[config.mk]
export PLATFORM = sky130hd
export DESIGN_NAME = hazard_fwd_ctrl
export DESIGN_NICKNAME = d
export VERILOG_FILES = /design/src/rtl/riscv_pkg.sv /design/src/rtl/hazard_fwd_ctrl_sat_counter.sv /design/src/rtl/hazard_fwd_ctrl.sv
export SDC_FILE = /design/constraint.sdc
export NUM_CORES = 1
export LEC_CHECK = 0
export BUFFER_PORTS_ARGS = -buffer_cell sky130_fd_sc_hd__buf_2
export CELL_PAD_IN_SITES_DETAIL_PLACEMENT = 1
export CELL_PAD_IN_SITES_GLOBAL_PLACEMENT = 2
export CORE_UTILIZATION = 34
export DETAILED_ROUTE_END_ITERATION = 6
export PLACE_DENSITY_LB_ADDON = 0.1
export SYNTH_ARGS = -nofsm -noshare
export SYNTH_HDL_FRONTEND = slang
export SYNTH_HIERARCHICAL = 1
export SYNTH_SLANG_ARGS = --single-unit
export TNS_END_PERCENT = 100
[constraint.sdc]
create_clock -name clk -period 2.6 [get_ports clk]
set_input_delay 0.39 -clock clk [delete_from_list [all_inputs] [get_ports clk]]
set_output_delay 0.39 -clock clk [all_outputs]
set_load 0.01 [all_outputs]
[src/rtl/riscv_pkg.sv]
// Shared pipeline constants: operand-forwarding mux select codes and register index width.
package riscv_pkg;

  localparam int REG_IDX_W = 5;

  localparam logic [1:0] FWD_RF  = 2'b00;
  localparam logic [1:0] FWD_WB  = 2'b01;
  localparam logic [1:0] FWD_MEM = 2'b10;

  typedef struct packed {
    logic [REG_IDX_W-1:0] rd;
    logic                 regwrite;
    logic                 memread;
  } ex_shadow_t;

  // The producer currently in EX is the youngest, so it is checked first.
  function automatic logic [1:0] fwd_sel(
    input logic [REG_IDX_W-1:0] rs,
    input logic [REG_IDX_W-1:0] ex_rd,
    input logic                 ex_regwrite,
    input logic [REG_IDX_W-1:0] mem_rd,
    input logic                 mem_regwrite
  );
    if (ex_regwrite && (ex_rd != '0) && (ex_rd == rs))
      return FWD_MEM;
    else if (mem_regwrite && (mem_rd != '0) && (mem_rd == rs))
      return FWD_WB;
    else
      return FWD_RF;
  endfunction

endpackage

[src/rtl/hazard_fwd_ctrl_sat_counter.sv]
// Saturating up-counter: one-cycle update, holds at all-ones instead of wrapping.
module sat_counter #(
  parameter int WIDTH = 16
) (
  input  logic             clk,
  input  logic             rst_n,
  input  logic             inc,
  output logic [WIDTH-1:0] count
);

  always_ff @(posedge clk or negedge rst_n) begin
    if (!rst_n)
      count <= '0;
    else if (inc && (count != {WIDTH{1'b1}}))
      count <= count + {{(WIDTH-1){1'b0}}, 1'b1};
  end

endmodule

[src/rtl/hazard_fwd_ctrl.sv]
// Forwarding/hazard control for the 5-stage pipeline: registered EX operand selects (1 cycle),
// combinational load-use stall and branch flush; a flush overrides a simultaneous stall.
module hazard_fwd_ctrl
  import riscv_pkg::*;
#(
  parameter int CNT_W = 16
) (
  input  logic                 clk,
  input  logic                 rst_n,
  input  logic                 id_valid,
  input  logic [REG_IDX_W-1:0] id_rs1,
  input  logic [REG_IDX_W-1:0] id_rs2,
  input  logic                 id_use_rs1,
  input  logic                 id_use_rs2,
  input  logic [REG_IDX_W-1:0] id_rd,
  input  logic                 id_regwrite,
  input  logic                 id_memread,
  input  logic                 ex_branch_taken,
  output logic [1:0]           fwd_a_sel,
  output logic [1:0]           fwd_b_sel,
  output logic                 pc_write,
  output logic                 if_id_write,
  output logic                 if_id_flush,
  output logic                 id_ex_bubble,
  output logic [CNT_W-1:0]     stall_count,
  output logic [CNT_W-1:0]     flush_count
);

  ex_shadow_t           ex_q;
  logic [REG_IDX_W-1:0] mem_rd;
  logic                 mem_regwrite;

  logic load_use;
  logic flush;
  logic stall;

  // A WB-stage shadow would have no reader: the write-through register file
  // already covers a WB producer feeding the instruction in ID.
  always_comb begin
    load_use = id_valid && ex_q.memread && (ex_q.rd != '0) &&
               ((id_use_rs1 && (ex_q.rd == id_rs1)) ||
                (id_use_rs2 && (ex_q.rd == id_rs2)));
    flush        = ex_branch_taken;
    stall        = load_use && !flush;
    if_id_flush  = flush;
    id_ex_bubble = load_use || flush;
    pc_write     = !stall;
    if_id_write  = !stall;
  end

  always_ff @(posedge clk or negedge rst_n) begin
    if (!rst_n) begin
      ex_q         <= '0;
      mem_rd       <= '0;
      mem_regwrite <= 1'b0;
      fwd_a_sel    <= FWD_RF;
      fwd_b_sel    <= FWD_RF;
    end else begin
      mem_rd       <= ex_q.rd;
      mem_regwrite <= ex_q.regwrite;

      if (id_ex_bubble || !id_valid)
        ex_q <= '0;
      else
        ex_q <= '{rd: id_rd, regwrite: id_regwrite, memread: id_memread};

      // Selects are for the instruction entering EX; a bubble reads nothing.
      if (id_ex_bubble) begin
        fwd_a_sel <= FWD_RF;
        fwd_b_sel <= FWD_RF;
      end else begin
        fwd_a_sel <= fwd_sel(id_rs1, ex_q.rd, ex_q.regwrite, mem_rd, mem_regwrite);
        fwd_b_sel <= fwd_sel(id_rs2, ex_q.rd, ex_q.regwrite, mem_rd, mem_regwrite);
      end
    end
  end

  sat_counter #(.WIDTH(CNT_W)) u_stall_cnt (
    .clk   (clk),
    .rst_n (rst_n),
    .inc   (stall),
    .count (stall_count)
  );

  sat_counter #(.WIDTH(CNT_W)) u_flush_cnt (
    .clk   (clk),
    .rst_n (rst_n),
    .inc   (flush),
    .count (flush_count)
  );

endmodule

Word-level counts from Yosys, hierarchy flattened
Index checks and enable logic that the tools add are counted.
Widths: inputs -> output; s select.
{"block": "op_classes", "add_sub_neg": 2, "bitwise": 0, "n_mul": 0, "n_shift": 0, "n_div": 0, "n_eq_ne": 6, "order_cmp": 0, "reduce_logical": 22, "n_mux": 7}
{"op": "$add 16x1->16 const B", "count": 2}
{"op": "$ne 16x16->1 const B", "count": 2}
{"op": "$eq 5x5->1", "count": 4}
{"op": "$logic_and 1x1->1", "count": 14}
{"op": "$reduce_bool 5->1", "count": 2}
{"op": "$mux 2", "count": 4}
{"op": "$mux 7", "count": 1}
{"op": "$logic_not 1->1", "count": 3}
{"op": "$logic_or 1x1->1", "count": 3}
{"op": "$mux 1", "count": 2}
{"block": "totals", "wordCells": 46, "mem_count": 0, "register_bits": 49, "rom_bits": 0, "ram_bits": 0, "latch_bits": 0, "output_inout_bits": 40}

Longest topological paths before layout
{"block": "depth", "word_depth": 7, "ltp_mapped": 10}

Hierarchy
Netlist, hierarchy kept.
{"mod": "sat_counter", "instances": 2, "cells_per_inst": 72, "area_per_inst_um2": 859.6}
{"mod": "hazard_fwd_ctrl", "instances": 1, "cells_per_inst": 84, "area_per_inst_um2": 867.1}

Worst setup path after synthesis
No wires, ideal clock.
{"block": "synth_timing", "kind": "register to register", "startpoint": "register ex_q[2] in the netlist's numbering", "endpoint": "register u_stall_cnt.count[7]", "t_required_ns": 2.468, "synth_period_minus_slack_ns": 2.443, "setup_time_ns": 0.132, "stages_incl_launch_ff": 11, "t_arrival_ns": 2.310, "setup_slack_ns": 0.157, "cell_sequence": "dfrtp_1 > or4_4 > nand2_2 > a21oi_2 > a22o_4 > buf_6 > nor2b_1 > and3_1 > and4_2 > a31oi_1 > a31oi_1"}
{"block": "synth_via", "elab_chain_cells": 6, "elab_cells_between_ends": 10, "cone_classes": "2 x eq/ne; 8 x reduce/logical"}
{"element": "from (decl)", "line": "hazard_fwd_ctrl.sv:29", "text": "ex_shadow_t ex_q;"}
{"element": "from (signal assigned)", "line": "hazard_fwd_ctrl.sv:65", "text": "ex_q <= '{rd: id_rd, regwrite: id_regwrite, memread: id_memread};"}
{"element": "$eq 5x5->1 (on tied branches)", "line": "hazard_fwd_ctrl.sv:41, hazard_fwd_ctrl.sv:42"}
{"element": "$logic_and 1x1->1 (on tied branches)", "line": "hazard_fwd_ctrl.sv:41, hazard_fwd_ctrl.sv:42"}
{"element": "$logic_or 1x1->1", "line": "hazard_fwd_ctrl.sv:41", "text": "((id_use_rs1 && (ex_q.rd == id_rs1)) ||"}
{"element": "$logic_and 1x1->1 (*)", "line": "hazard_fwd_ctrl.sv:40", "text": "load_use = id_valid && ex_q.memread && (ex_q.rd != '0) &&"}
{"element": "$logic_and 1x1->1 (*)", "line": "hazard_fwd_ctrl.sv:44", "text": "stall = load_use && !flush;"}
{"element": "via stall", "line": "hazard_fwd_ctrl.sv:35", "text": "logic stall;"}
{"element": "$logic_and 1x1->1 (*)", "line": "hazard_fwd_ctrl_sat_counter.sv:14", "text": "else if (inc && (count != {WIDTH{1'b1}}))"}
{"element": "to (signal assigned)", "line": "hazard_fwd_ctrl_sat_counter.sv:15", "text": "count <= count + {{(WIDTH-1){1'b0}}, 1'b1};"}
{"element": "to (decl)", "line": "hazard_fwd_ctrl_sat_counter.sv:8", "text": "output logic [WIDTH-1:0] count"}
The timed path passes the listed nets; every way through them passes the cells marked *.
A chain may end at the register's enable or synchronous reset.

Worst setup path in the final report
{"block": "layout_timing", "startpoint": "register ex_q[3] in the netlist's numbering", "endpoint": "output id_ex_bubble"}
{"block": "layout_via", "elab_chain_cells": 5, "elab_cells_between_ends": 9, "cone_classes": "2 x eq/ne; 7 x reduce/logical"}
{"element": "$eq 5x5->1 (on tied branches)", "line": "hazard_fwd_ctrl.sv:41, hazard_fwd_ctrl.sv:42"}
{"element": "$logic_and 1x1->1 (on tied branches)", "line": "hazard_fwd_ctrl.sv:41, hazard_fwd_ctrl.sv:42"}
{"element": "$logic_or 1x1->1", "line": "hazard_fwd_ctrl.sv:41"}
{"element": "$logic_and 1x1->1 (*)", "line": "hazard_fwd_ctrl.sv:40"}
{"element": "$logic_or 1x1->1 (*)", "line": "hazard_fwd_ctrl.sv:46", "text": "id_ex_bubble = load_use || flush;"}
{"element": "to (decl)", "line": "hazard_fwd_ctrl.sv:24", "text": "output logic id_ex_bubble,"}
Every way passes the cells marked *; elsewhere a longest branch is shown, timed or not.

==> flow_summary.json <==
{
  "fp.dieArea_um2": 7960,
  "r2r-end": "u_stall_cnt/count[7]$_DFFE_PN0P_",
  "grt_overflow": 0,
  "cts-root-buf": "clkbuf_8",
  "hp-class": "in2async",
  "clock_path_buffers": 2,
  "num_rows": 31,
  "drt.antenna.violating_nets": 0,
  "synth_top_area_cell": "dfrtp_1",
  "synthToLayoutAreaGrowth_pct": 23.9,
  "leakagePower_nw": 1.53,
  "gp_congestion": 0.779,
  "max_clock_freq_mhz": 400,
  "skew_ns": 0.0165,
  "cts_made_buffers": 5,
  "yosysMostFrequentCell": "dfrtp_1",
  "drt_iter0_markers": 74,
  "n_fill_cell": 864,
  "synth-main-ff-cell": "dfrtp_1",
  "initial_utilization_pct": 35.5,
  "cts_tree": "yes",
  "relSlewSlack_pct": 56.8,
  "ys_ff_latch": 49,
  "synth.avg_cell_area_um2": 11.3,
  "reg2reg_from": "ex_q[3]$_DFF_PN0_",
  "coreArea_um2": 7290,
  "final_util_pct": 43.9,
  "critPathLaunch": "ex_q[3]$_DFF_PN0_",
  "reg2reg_slack_ns": 0.18,
  "grt_pass1_vias": 2003,
  "synth_area_um2": 2590,
  "drv_cap": 0,
  "worstPathMaxFanout": 8,
  "finalNetCount": 326,
  "synth-edff-count": 0,
  "ir_drop_uv": 283,
  "ys_warn_count": 6,
  "antenna_found_initial": 0,
  "seq_area_frac_synth_pct": 47.4,
  "htree_levels": 2,
  "worstSetupPathType": "reg2out",
  "syn_inst": 228,
  "grt_max_degree": 27,
  "fin_tns_setup_ns": 0,
  "synth_top_area_share_pct": 47.4,
  "power_density_nw_per_um2": 576,
  "vias_per_cell": 5.16,
  "drc": 0,
  "diodes": 0,
  "ys_types": 42,
  "grt_pass1_wl_um": 10600,
  "die_w_um": 89.2,
  "async_reset_ff_share_pct": 100,
  "wl_per_cell_um": 16.4,
  "maxSlewViolCount": 0,
  "finalSetupViolations": 0,
  "hold_buffers": 0,
  "num_vias": 2069,
  "first_pass_iters": 4,
  "timing.final.crit_period_ns": 2.50,
  "cp_data_required_time_ns": 2.21,
  "drive_gt1_share_pct": 35.4,
  "power_w": 0.00185,
  "die_height_um": 89.2,
  "timing.final.hold_violations": 0,
  "dpl.hpwl_um": 5010,
  "worst_r2r_path_depth": 9,
  "syn_nets": 253,
  "io_buffers": 62,
  "cts.sink_count": 49,
  "outcome": "completed",
  "period_share_pct": 96.2,
  "worst_pin_slew_ns": 0.647,
  "cp-end-kind": "primary output",
  "yosys-top-cells-area": "dfrtp_1 (47%), xnor2_1 (7.5%), nand4_1 (4.4%)",
  "arrival_ns": 2.11,
  "clk_latency_ns": 0.31,
  "synth.top_cells.by_count": "dfrtp_1 (49), xnor2_1 (22), nand2_1 (19), nand4_1 (18), nand3_1 (12)",
  "wl_um": 6580,
  "grt_usage_pct": 17.9,
  "rsz0062_at_grt": "no",
  "start_kind": "register",
  "cts.clk_slew.worst_paths_ns": 0.10,
  "boundaryPins": 63
}
kinds of logic (layout without fill, tap and decap cells):
group	count (synthesis)	in the layout	synth area share [%]
AND/OR/NAND/NOR	104	104	28.4
flip-flops	49	49	47.4
AO/OA/AOI/OAI	34	34	10.2
XOR/XNOR	32	32	10.8
buffers and inverters	5	79	1.31
adder cells (fa/ha/maj)	2	2	0.967
multiplexers	2	2	0.871
worst max-delay path by stage:
stage                                                   to  depth (start not counted)  slack [ns]
after floorplan           u_stall_cnt/count[7]$_DFFE_PN0P_                         10        0.16
after global placement    u_stall_cnt/count[7]$_DFFE_PN0P_                          9        0.23
after detailed placement  u_stall_cnt/count[7]$_DFFE_PN0P_                          9        0.15
after CTS                                     id_ex_bubble                          6        0.01
after global routing                          id_ex_bubble                          6        0.03
final                                         id_ex_bubble                          6         0.1
per-stage QoR:
| stage | cells | hold slack, ns | cell area (um2) | worst slack [ns] |
|---|---|---|---|---|
| after floorplan | 228 | 0.0944 | 2590 | 0.157 |
| after global placement | 389 | 0.398 | 3020 | 0.229 |
| after detailed placement | 389 | 0.411 | 3020 | 0.145 |
| after CTS | 397 | 0.105 | 3160 | 0.0141 |
| after global routing | 401 | 0.127 | 3200 | 0.0271 |
| final | 401 | 0.0962 | 3200 | 0.0976 |
cell usage in the layout, fill, tap and decap left out, types with 3 or more instances in the layout:
master	instances
nor3_1	10
a31oi_1	6
nor4_4	4
buf_2	62
nor2_1	7
dfrtp_1	48
clkbuf_8	5
xnor2_1	22
a21oi_1	6
xor2_1	10
buf_4	9
o21ai_0	3
nand4_1	18
nand2_1	19
nand3_1	12
and3_1	6
o21a_1	10
critical path, cell delays in order, from the launching register on:
cell     delay, ns
dfrtp_2       0.44
or4_4         0.53
nand2_2       0.08
a21oi_2       0.06
a22o_4        0.29
or2_2         0.27
buf_2         0.14
flip-flops by register name, indices dropped and copies added (netlist names):
register	flops
ex_q	7
fwd_a_sel	2
mem_rd	5
fwd_b_sel	2
mem_regwrite	1
u_flush_cnt/count	16
u_stall_cnt/count	16
final cells by class:
class / instances / area (um2) / area share (%)
flip-flops and latches: 49 / 1230 / 38.3
well taps: 99 / 124 / 3.87
multi-input cells: 174 / 1340 / 41.7
clock buffers: 5 / 68.8 / 2.15
clock inverters: 3 / 68.8 / 2.15
repair buffers: 71 / 378 / 11.8
metal layers:
layer,up-vias,track usage [%],routed length (um)
met4,0,5.19,70
li1,1002,-,-
met5,-,0,0
met2,42,28.7,3150
met1,1020,24.7,3140
met3,5,3.23,226
report_power, final:
part / total (W) / switching, W / internal, W
registers: 0.000908 / 0.0000902 / 0.000818
clock network: 0.000658 / 0.000270 / 0.000387
logic: 0.000281 / 0.000156 / 0.000125
total: 0.00185 / 0.000516 / 0.00133
what timing repair did:
action	CTS	global route
resized for setup	1	3
hold endpoints to repair	0	0
buffers inserted	1	4
pin swaps	0	1
endpoints found under the setup margin	1	9
Note: power is estimated with default switching activity, not from simulation.
